<file path="src/rtl/xif_copro_pkg.sv">
// ============================================================================
// xif_copro_pkg : shared types for the core-side XIF offload unit
// Revision      : 1.0
// ============================================================================
`default_nettype none

package xif_copro_pkg;

  localparam int C_XLEN            = 32;
  localparam int C_X_NUM_RS        = 2;
  localparam int C_X_ID_WIDTH      = 4;
  localparam int C_MAX_OUTSTANDING = 4;

  typedef enum logic [1:0] {
    IDLE   = 2'd0,
    ISSUE  = 2'd1,
    COMMIT = 2'd2
  } offload_state_e;

  typedef struct packed {
    logic [31:0]                    instr;
    logic [1:0]                     mode;
    logic [C_X_NUM_RS*C_XLEN-1:0]   rs;
    logic [C_X_NUM_RS-1:0]          rs_valid;
    logic [C_X_ID_WIDTH-1:0]        id;
  } offload_req_t;

  // IDs wrap modulo 2**C_X_ID_WIDTH through natural truncation.
  function automatic logic [C_X_ID_WIDTH-1:0] next_id_f(input logic [C_X_ID_WIDTH-1:0] id);
    return id + 1'b1;
  endfunction

endpackage

`default_nettype wire

</file>
<file path="src/rtl/xif_copro_scoreboard.sv">
// ============================================================================
// xif_copro_scoreboard : per-ID outstanding bits with occupancy count
// Revision             : 1.0
// ============================================================================
`default_nettype none

module xif_copro_scoreboard #(
  parameter int ID_WIDTH = 4,
  parameter int MAX_OUT  = 4
) (
  input  logic                           clk_i,
  input  logic                           rst_ni,
  input  logic                           i_set,
  input  logic [ID_WIDTH-1:0]            i_set_id,
  input  logic                           i_clr,
  input  logic [ID_WIDTH-1:0]            i_clr_id,
  input  logic [ID_WIDTH-1:0]            i_query_a,
  output logic                           o_hit_a,
  input  logic [ID_WIDTH-1:0]            i_query_b,
  output logic                           o_hit_b,
  output logic [$clog2(MAX_OUT+1)-1:0]   o_count
);

  localparam int DEPTH = 2**ID_WIDTH;

  logic [DEPTH-1:0]             r_bits;
  logic [DEPTH-1:0]             w_set_mask;
  logic [DEPTH-1:0]             w_clr_mask;
  logic [$clog2(MAX_OUT+1)-1:0] r_count;

  always_comb begin
    w_set_mask           = '0;
    w_clr_mask           = '0;
    w_set_mask[i_set_id] = i_set;
    w_clr_mask[i_clr_id] = i_clr;
  end

  // Set and clear never target the same ID, so simultaneous events cancel in the count.
  always_ff @(posedge clk_i or negedge rst_ni) begin
    if (!rst_ni) begin
      r_bits  <= '0;
      r_count <= '0;
    end else begin
      r_bits <= (r_bits | w_set_mask) & ~w_clr_mask;
      case ({i_set, i_clr})
        2'b10:   r_count <= r_count + 1'b1;
        2'b01:   r_count <= r_count - 1'b1;
        default: r_count <= r_count;
      endcase
    end
  end

  assign o_hit_a = r_bits[i_query_a];
  assign o_hit_b = r_bits[i_query_b];
  assign o_count = r_count;

endmodule

`default_nettype wire

</file>
<file path="src/rtl/xif_copro_offload_unit.sv">
// ============================================================================
// xif_copro_offload_unit : core-side XIF issue/commit/result initiator
// Revision               : 1.0
// ============================================================================
`default_nettype none

module xif_copro_offload_unit
  import xif_copro_pkg::*;
#(
  parameter int XLEN            = C_XLEN,
  parameter int X_NUM_RS        = C_X_NUM_RS,
  parameter int X_ID_WIDTH      = C_X_ID_WIDTH,
  parameter int MAX_OUTSTANDING = C_MAX_OUTSTANDING
) (
  input  logic                       clk_i,
  input  logic                       rst_ni,
  input  logic                       instr_valid_i,
  output logic                       instr_ready_o,
  input  logic [31:0]                instr_i,
  input  logic [1:0]                 mode_i,
  input  logic [X_NUM_RS*XLEN-1:0]   rs_i,
  input  logic [X_NUM_RS-1:0]        rs_valid_i,
  input  logic                       kill_i,
  output logic                       instr_done_o,
  output logic                       instr_accept_o,
  output logic                       issue_valid_o,
  input  logic                       issue_ready_i,
  output logic [31:0]                issue_instr_o,
  output logic [1:0]                 issue_mode_o,
  output logic [X_ID_WIDTH-1:0]      issue_id_o,
  output logic [X_NUM_RS*XLEN-1:0]   issue_rs_o,
  output logic [X_NUM_RS-1:0]        issue_rs_valid_o,
  input  logic                       issue_accept_i,
  input  logic                       issue_writeback_i,
  output logic                       commit_valid_o,
  output logic [X_ID_WIDTH-1:0]      commit_id_o,
  output logic                       commit_kill_o,
  input  logic                       result_valid_i,
  output logic                       result_ready_o,
  input  logic [X_ID_WIDTH-1:0]      result_id_i,
  input  logic [4:0]                 result_rd_i,
  input  logic [XLEN-1:0]            result_data_i,
  input  logic                       result_we_i,
  output logic                       wb_valid_o,
  output logic [4:0]                 wb_addr_o,
  output logic [XLEN-1:0]            wb_data_o,
  output logic                       busy_o,
  output logic                       spurious_o
);

  localparam int              CW        = $clog2(MAX_OUTSTANDING+1);
  localparam logic [CW-1:0]   C_MAX_CNT = CW'(MAX_OUTSTANDING);
  localparam logic [1:0]      S_IDLE    = IDLE;
  localparam logic [1:0]      S_ISSUE   = ISSUE;
  localparam logic [1:0]      S_COMMIT  = COMMIT;

  logic [1:0]            r_state;
  offload_req_t          r_req;
  logic                  r_issue_wb;
  logic [X_ID_WIDTH-1:0] r_next_id;
  logic                  r_active;
  logic                  r_spurious;
  logic                  r_wb_valid;
  logic [4:0]            r_wb_addr;
  logic [XLEN-1:0]       r_wb_data;

  logic                  w_instr_hs;
  logic                  w_commit_set;
  logic                  w_res_hs;
  logic                  w_hit_next;
  logic                  w_hit_res;
  logic [CW-1:0]         w_count;

  // r_active holds the handshake outputs low while in reset.
  assign instr_ready_o  = r_active & (r_state == S_IDLE) & instr_valid_i &
                          (w_count < C_MAX_CNT) & ~w_hit_next;
  assign w_instr_hs     = instr_ready_o;
  assign issue_valid_o  = (r_state == S_ISSUE);
  assign instr_done_o   = issue_valid_o & issue_ready_i;
  assign instr_accept_o = instr_done_o & issue_accept_i;
  assign commit_valid_o = (r_state == S_COMMIT);
  assign commit_kill_o  = commit_valid_o & kill_i;
  assign w_commit_set   = commit_valid_o & ~kill_i & r_issue_wb;
  assign w_res_hs       = result_valid_i & r_active;

  always_ff @(posedge clk_i or negedge rst_ni) begin
    if (!rst_ni) begin
      r_state    <= S_IDLE;
      r_req      <= '0;
      r_issue_wb <= 1'b0;
      r_next_id  <= '0;
    end else begin
      case (r_state)
        S_IDLE: begin
          if (w_instr_hs) begin
            r_req.instr    <= instr_i;
            r_req.mode     <= mode_i;
            r_req.rs       <= rs_i;
            r_req.rs_valid <= rs_valid_i;
            r_req.id       <= r_next_id;
            r_state        <= S_ISSUE;
          end
        end
        S_ISSUE: begin
          if (issue_ready_i) begin
            r_issue_wb <= issue_writeback_i;
            r_state    <= issue_accept_i ? S_COMMIT : S_IDLE;
          end
        end
        S_COMMIT: begin
          // The ID is consumed even when killed; a rejected issue leaves it for reuse.
          r_next_id <= next_id_f(r_next_id);
          r_state   <= S_IDLE;
        end
        default: r_state <= S_IDLE;
      endcase
    end
  end

  always_ff @(posedge clk_i or negedge rst_ni) begin
    if (!rst_ni) begin
      r_active   <= 1'b0;
      r_spurious <= 1'b0;
      r_wb_valid <= 1'b0;
      r_wb_addr  <= '0;
      r_wb_data  <= '0;
    end else begin
      r_active   <= 1'b1;
      r_wb_valid <= w_res_hs & w_hit_res & result_we_i & (result_rd_i != 5'd0);
      if (w_res_hs & w_hit_res) begin
        r_wb_addr <= result_rd_i;
        r_wb_data <= result_data_i;
      end
      if (w_res_hs & ~w_hit_res) begin
        r_spurious <= 1'b1;
      end
    end
  end

  xif_copro_scoreboard #(
    .ID_WIDTH (X_ID_WIDTH),
    .MAX_OUT  (MAX_OUTSTANDING)
  ) u_scoreboard (
    .clk_i     (clk_i),
    .rst_ni    (rst_ni),
    .i_set     (w_commit_set),
    .i_set_id  (r_req.id),
    .i_clr     (w_res_hs & w_hit_res),
    .i_clr_id  (result_id_i),
    .i_query_a (r_next_id),
    .o_hit_a   (w_hit_next),
    .i_query_b (result_id_i),
    .o_hit_b   (w_hit_res),
    .o_count   (w_count)
  );

  assign issue_instr_o    = r_req.instr;
  assign issue_mode_o     = r_req.mode;
  assign issue_id_o       = r_req.id;
  assign issue_rs_o       = r_req.rs;
  assign issue_rs_valid_o = r_req.rs_valid;
  assign commit_id_o      = r_req.id;
  assign result_ready_o   = r_active;
  assign wb_valid_o       = r_wb_valid;
  assign wb_addr_o        = r_wb_addr;
  assign wb_data_o        = r_wb_data;
  assign spurious_o       = r_spurious;
  assign busy_o           = (w_count != '0) | (r_state != S_IDLE);

endmodule

`default_nettype wire

</file>
<file path="config.mk">
export PLATFORM = sky130hd
export DESIGN_NAME = xif_copro_offload_unit
export DESIGN_NICKNAME = d
export VERILOG_FILES = /design/src/rtl/xif_copro_pkg.sv /design/src/rtl/xif_copro_scoreboard.sv /design/src/rtl/xif_copro_offload_unit.sv
export SDC_FILE = /design/constraint.sdc
export NUM_CORES = 1
export LEC_CHECK = 0
export ABC_AREA = 1
export CAP_MARGIN = 20
export CELL_PAD_IN_SITES_DETAIL_PLACEMENT = 0
export CELL_PAD_IN_SITES_GLOBAL_PLACEMENT = 1
export CORE_MARGIN = 10
export CORE_UTILIZATION = 34
export CTS_CLUSTER_DIAMETER = 150
export CTS_CLUSTER_SIZE = 24
export DETAILED_ROUTE_END_ITERATION = 8
export HOLD_SLACK_MARGIN = 0.1
export PLACE_DENSITY_LB_ADDON = 0.1
export SYNTH_ARGS = -nofsm -noshare
export SYNTH_HDL_FRONTEND = slang
export SYNTH_SLANG_ARGS = --single-unit
</file>
<file path="constraint.sdc">
create_clock -name clk_i -period 4.12 [get_ports clk_i]
set_clock_uncertainty 0.15 [all_clocks]
set_input_delay 0.824 -clock clk_i [delete_from_list [all_inputs] [get_ports clk_i]]
set_output_delay 0.824 -clock clk_i [all_outputs]
set_load 0.01 [all_outputs]
</file>
==> summary.md <==
| Metric | Value |
|---|---|
| Root buf cell | clkbuf_16 |
| Final Wtd Congestion | 0.7849 |
| Warnings from Yosys | 0 |
| Post-Syn Instances | 912 |
| Total power | 0.007425 W |
| CP Max Fanout | 2 |
| Die Height | roughly 170 um |
| DR pass1 iterations | 5 |
| Minimum clock period | roughly 3.3 ns |
| Worst setup EP type | output port |
| Mapped cell area | between 7000 and 8000 sq um |
| Post-Syn Nets | about 1100 |
| Synth area leader | dfrtp_1 |
| WP data required | around 3.2 ns |
| Cell depth of the worst flop-to-flop path | 10 |
| Maximum vdd drop | 0.2992 mV |
| Yosys top cell area share | 55.62% |
| Antenna violations before repair | 4 |
| Post-synthesis async set-or-reset flop share | 100.0% |
| Worst reg-to-reg setup slack | 1.29 ns |
| Pwr/cell area | 649.6 nW/um^2 |
| Register area share after synthesis | 55.62% |
| Worst-Skew Late Latency | 0.43 ns |
| Final HPWL DP | 19.57 mm |
| Global-route usage over all layers | 19.22% |
| PortBufs | between 300 and 400 |
| Worst flop-to-flop path startpoint | r_next_id[0]$_DFFE_PN0N_ |
| TNS Setup | 0 ns |
| Vias | 7223 |
| Routed Antenna Nets | 0 |
| Area grow syn2layout | 49.44% |
| Max-slew violation count | 0 |
| Initial Utilization | 34.83% |
| Fmax | 0.3055 GHz |
| Pin count of the biggest net entering global routing | roughly 110 |
| DR vias/cell | 4.874 |
| RSZ-0062 raised after global routing | no |
| H-tree levels | 4 |
| Critical path class | input pin to output port |
| Grt total ovfl | 0 |
| Max_cap viols | 0 |
| Max clock buf depth | 2 |
| Leak Pwr | 5.544 nW |
| Setup violators final | 0 |
| Slew at the pin closest to its max-slew limit | 0.8277 ns |
| Core area | ~22000 sq um |
| Top post-synthesis cells by area | dfrtp_1 (56%), nand2_1 (18%), nand4_1 (8.6%), nand3_1 (4.4%), inv_1 (2.8%) |
| CTS tree | done |
| Hold Fails Final Rpt | 0 |
| Ports | 305 |
| DRC | 0 |
| Hold buffers post-CTS | 0 |
| Mean routed wirelength per cell | 19.13 um |
| DRT iter0 DRCs | 707 |
| Synth cell count leaders | nand2_1 (373), dfrtp_1 (170), nand4_1 (105) |
| Startpoint Class | input pin |
| Netlist cell types | 27 |
| Relative slew slack | 44.82% |
| Min-Delay Path Class | input pin to async pin |
| Yosys reg bits | 170 |
| Status | finished clean |
| Clk sinks | 170 |
| Fin crit share | about four fifths |
| FF-to-FF End | issue_rs_o[61]$_DFFE_PN0P_ |
| Chip width | 170.0 um |
| Post-synth EDFFs | 0 |
| Routed wire length | 28.35 mm |
| Die area | 28890 sq um |
| Post-CTS sizing | 0 |
| Number of setup buffers added after CTS | 0 |
| CTS Buf Count | 17 |
| Worst Path Arrival | 2.30 ns |
| Count leader, synth | nand2_1 |
| Share of cells above drive strength 1 | 4.841% |
| Final #Nets | 1338 |
| Avg Cell Area, Syn | 8.387 sq um |
| FP Rows | 54 |
| Synth Flop Type | dfrtp_1 |
| Vias in the first global route | 7140 |
| Global-route wire length before repair | between 40 and 50 mm |
| Clock transition at the registers of the reported paths | 0.07 ns |
## logic make-up (layout without fill, tap and decap cells)
kind of cell | after synthesis | count (layout) | share of synthesized area [%]
fa+ha+maj | 3 | 3 | 0.5889
other cells | 1 | 5 | 0.04903
simple gates | 579 | 579 | 33.39
flops | 170 | 170 | 55.62
compound gates | 28 | 28 | 2.176
buf+inv | 126 | 412 | 7.607
xor+xnor | 5 | 5 | 0.5725
## flip-flops by register name, indices dropped and copies added, names as in the netlist
signal,cells
commit_id_o,4
issue_instr_o,32
issue_mode_o,2
issue_rs_o,64
issue_rs_valid_o,2
r_issue_wb,1
r_next_id,4
r_state,2
result_ready_o,1
spurious_o,1
u_scoreboard.o_count,3
u_scoreboard.r_bits,16
wb_addr_o,5
wb_data_o,32
wb_valid_o,1
## worst max-delay path, cell delays in order
cell             delay (ns)
clkdlybuf4s50_1        0.46
nand3_1                0.12
nor2_4                 0.20
nand3_4                0.09
inv_1                  0.06
clkdlybuf4s50_1        0.54
## cell usage in the layout (no fill, tap or decap)
master	Yosys	final
nand4_1	105	105
o21ai_0	16	16
inv_1	58	58
buf_16	0	1
o31ai_1	1	1
or2_2	2	2
xnor2_1	1	1
a21oi_1	2	2
clkdlybuf4s50_1	0	303
o21bai_1	5	5
diode_2	0	4
clkinvlp_4	0	2
nand2_1	373	373
ha_1	2	2
inv_2	3	3
o211ai_1	3	3
buf_6	4	1
o41ai_1	1	1
nand3_1	67	67
clkbuf_16	0	17
buf_4	10	14
nor2_1	27	27
dfrtp_1	170	170
xor2_1	4	4
inv_8	0	4
inv_6	0	7
fa_1	1	1
nand3_4	0	3
nand2_2	1	1
clkbuf_8	0	2
nor2_4	1	1
conb_1	1	1
## cell type report
class	instances	area [sq um]
fillers	2154	10530
flip-flops and latches	170	4254
repair buffers	319	3177
multi-input cells	616	2835
clock buffers	19	452.9
well taps	280	350.3
inverters	61	229.0
clock inverters	13	121.4
diodes	4	10.01
## per-stage QoR
step                      utilization [%]  setup WS, ns  instance area [sq um]  hold WS, ns  instances
final                               52.05        0.8461                  11430       0.2356       1482
after global routing                52.04        0.6606                  11430       0.2927       1481
after floorplan                         -         1.240                   7649       0.2995        912
after CTS                           51.88        0.8411                  11390       0.2787       1477
after detailed placement            49.27        0.5865                  10820       0.3072       1445
after global placement              49.27        0.6256                  10820       0.3026       1445
## routing by layer
metal  GRT usage [%]  routed length (um)  vias to the layer above
met4           6.102                 469                        0
met2           30.62               13810                      221
met1           24.59               12020                     3469
met3           5.669                2058                       24
li1                -                   -                     3509
met5               0                   0                        -
## how the worst max path moves through the flow
stage,startpoint,to,slack (ns)
after floorplan,result_id_i[0],u_scoreboard.o_count[2]$_DFFE_PN0P_,1.24
after global placement,result_id_i[0],u_scoreboard.o_count[2]$_DFFE_PN0P_,0.63
after detailed placement,result_id_i[0],u_scoreboard.o_count[2]$_DFFE_PN0P_,0.59
after CTS,instr_valid_i,instr_ready_o,0.84
after global routing,r_next_id[0]$_DFFE_PN0N_,instr_ready_o,0.66
final,instr_valid_i,instr_ready_o,0.85
## where the power goes
part | leakage, nW | total, W | internal, W | switching [W]
Sequential | 2.12 | 0.00266 | 0.00228 | 0.000379
Combinational | 3.14 | 0.00316 | 0.00147 | 0.00168
Clock | 0.280 | 0.00161 | 0.000836 | 0.000769
No activity file was read; power rests on OpenSTA's default activity.
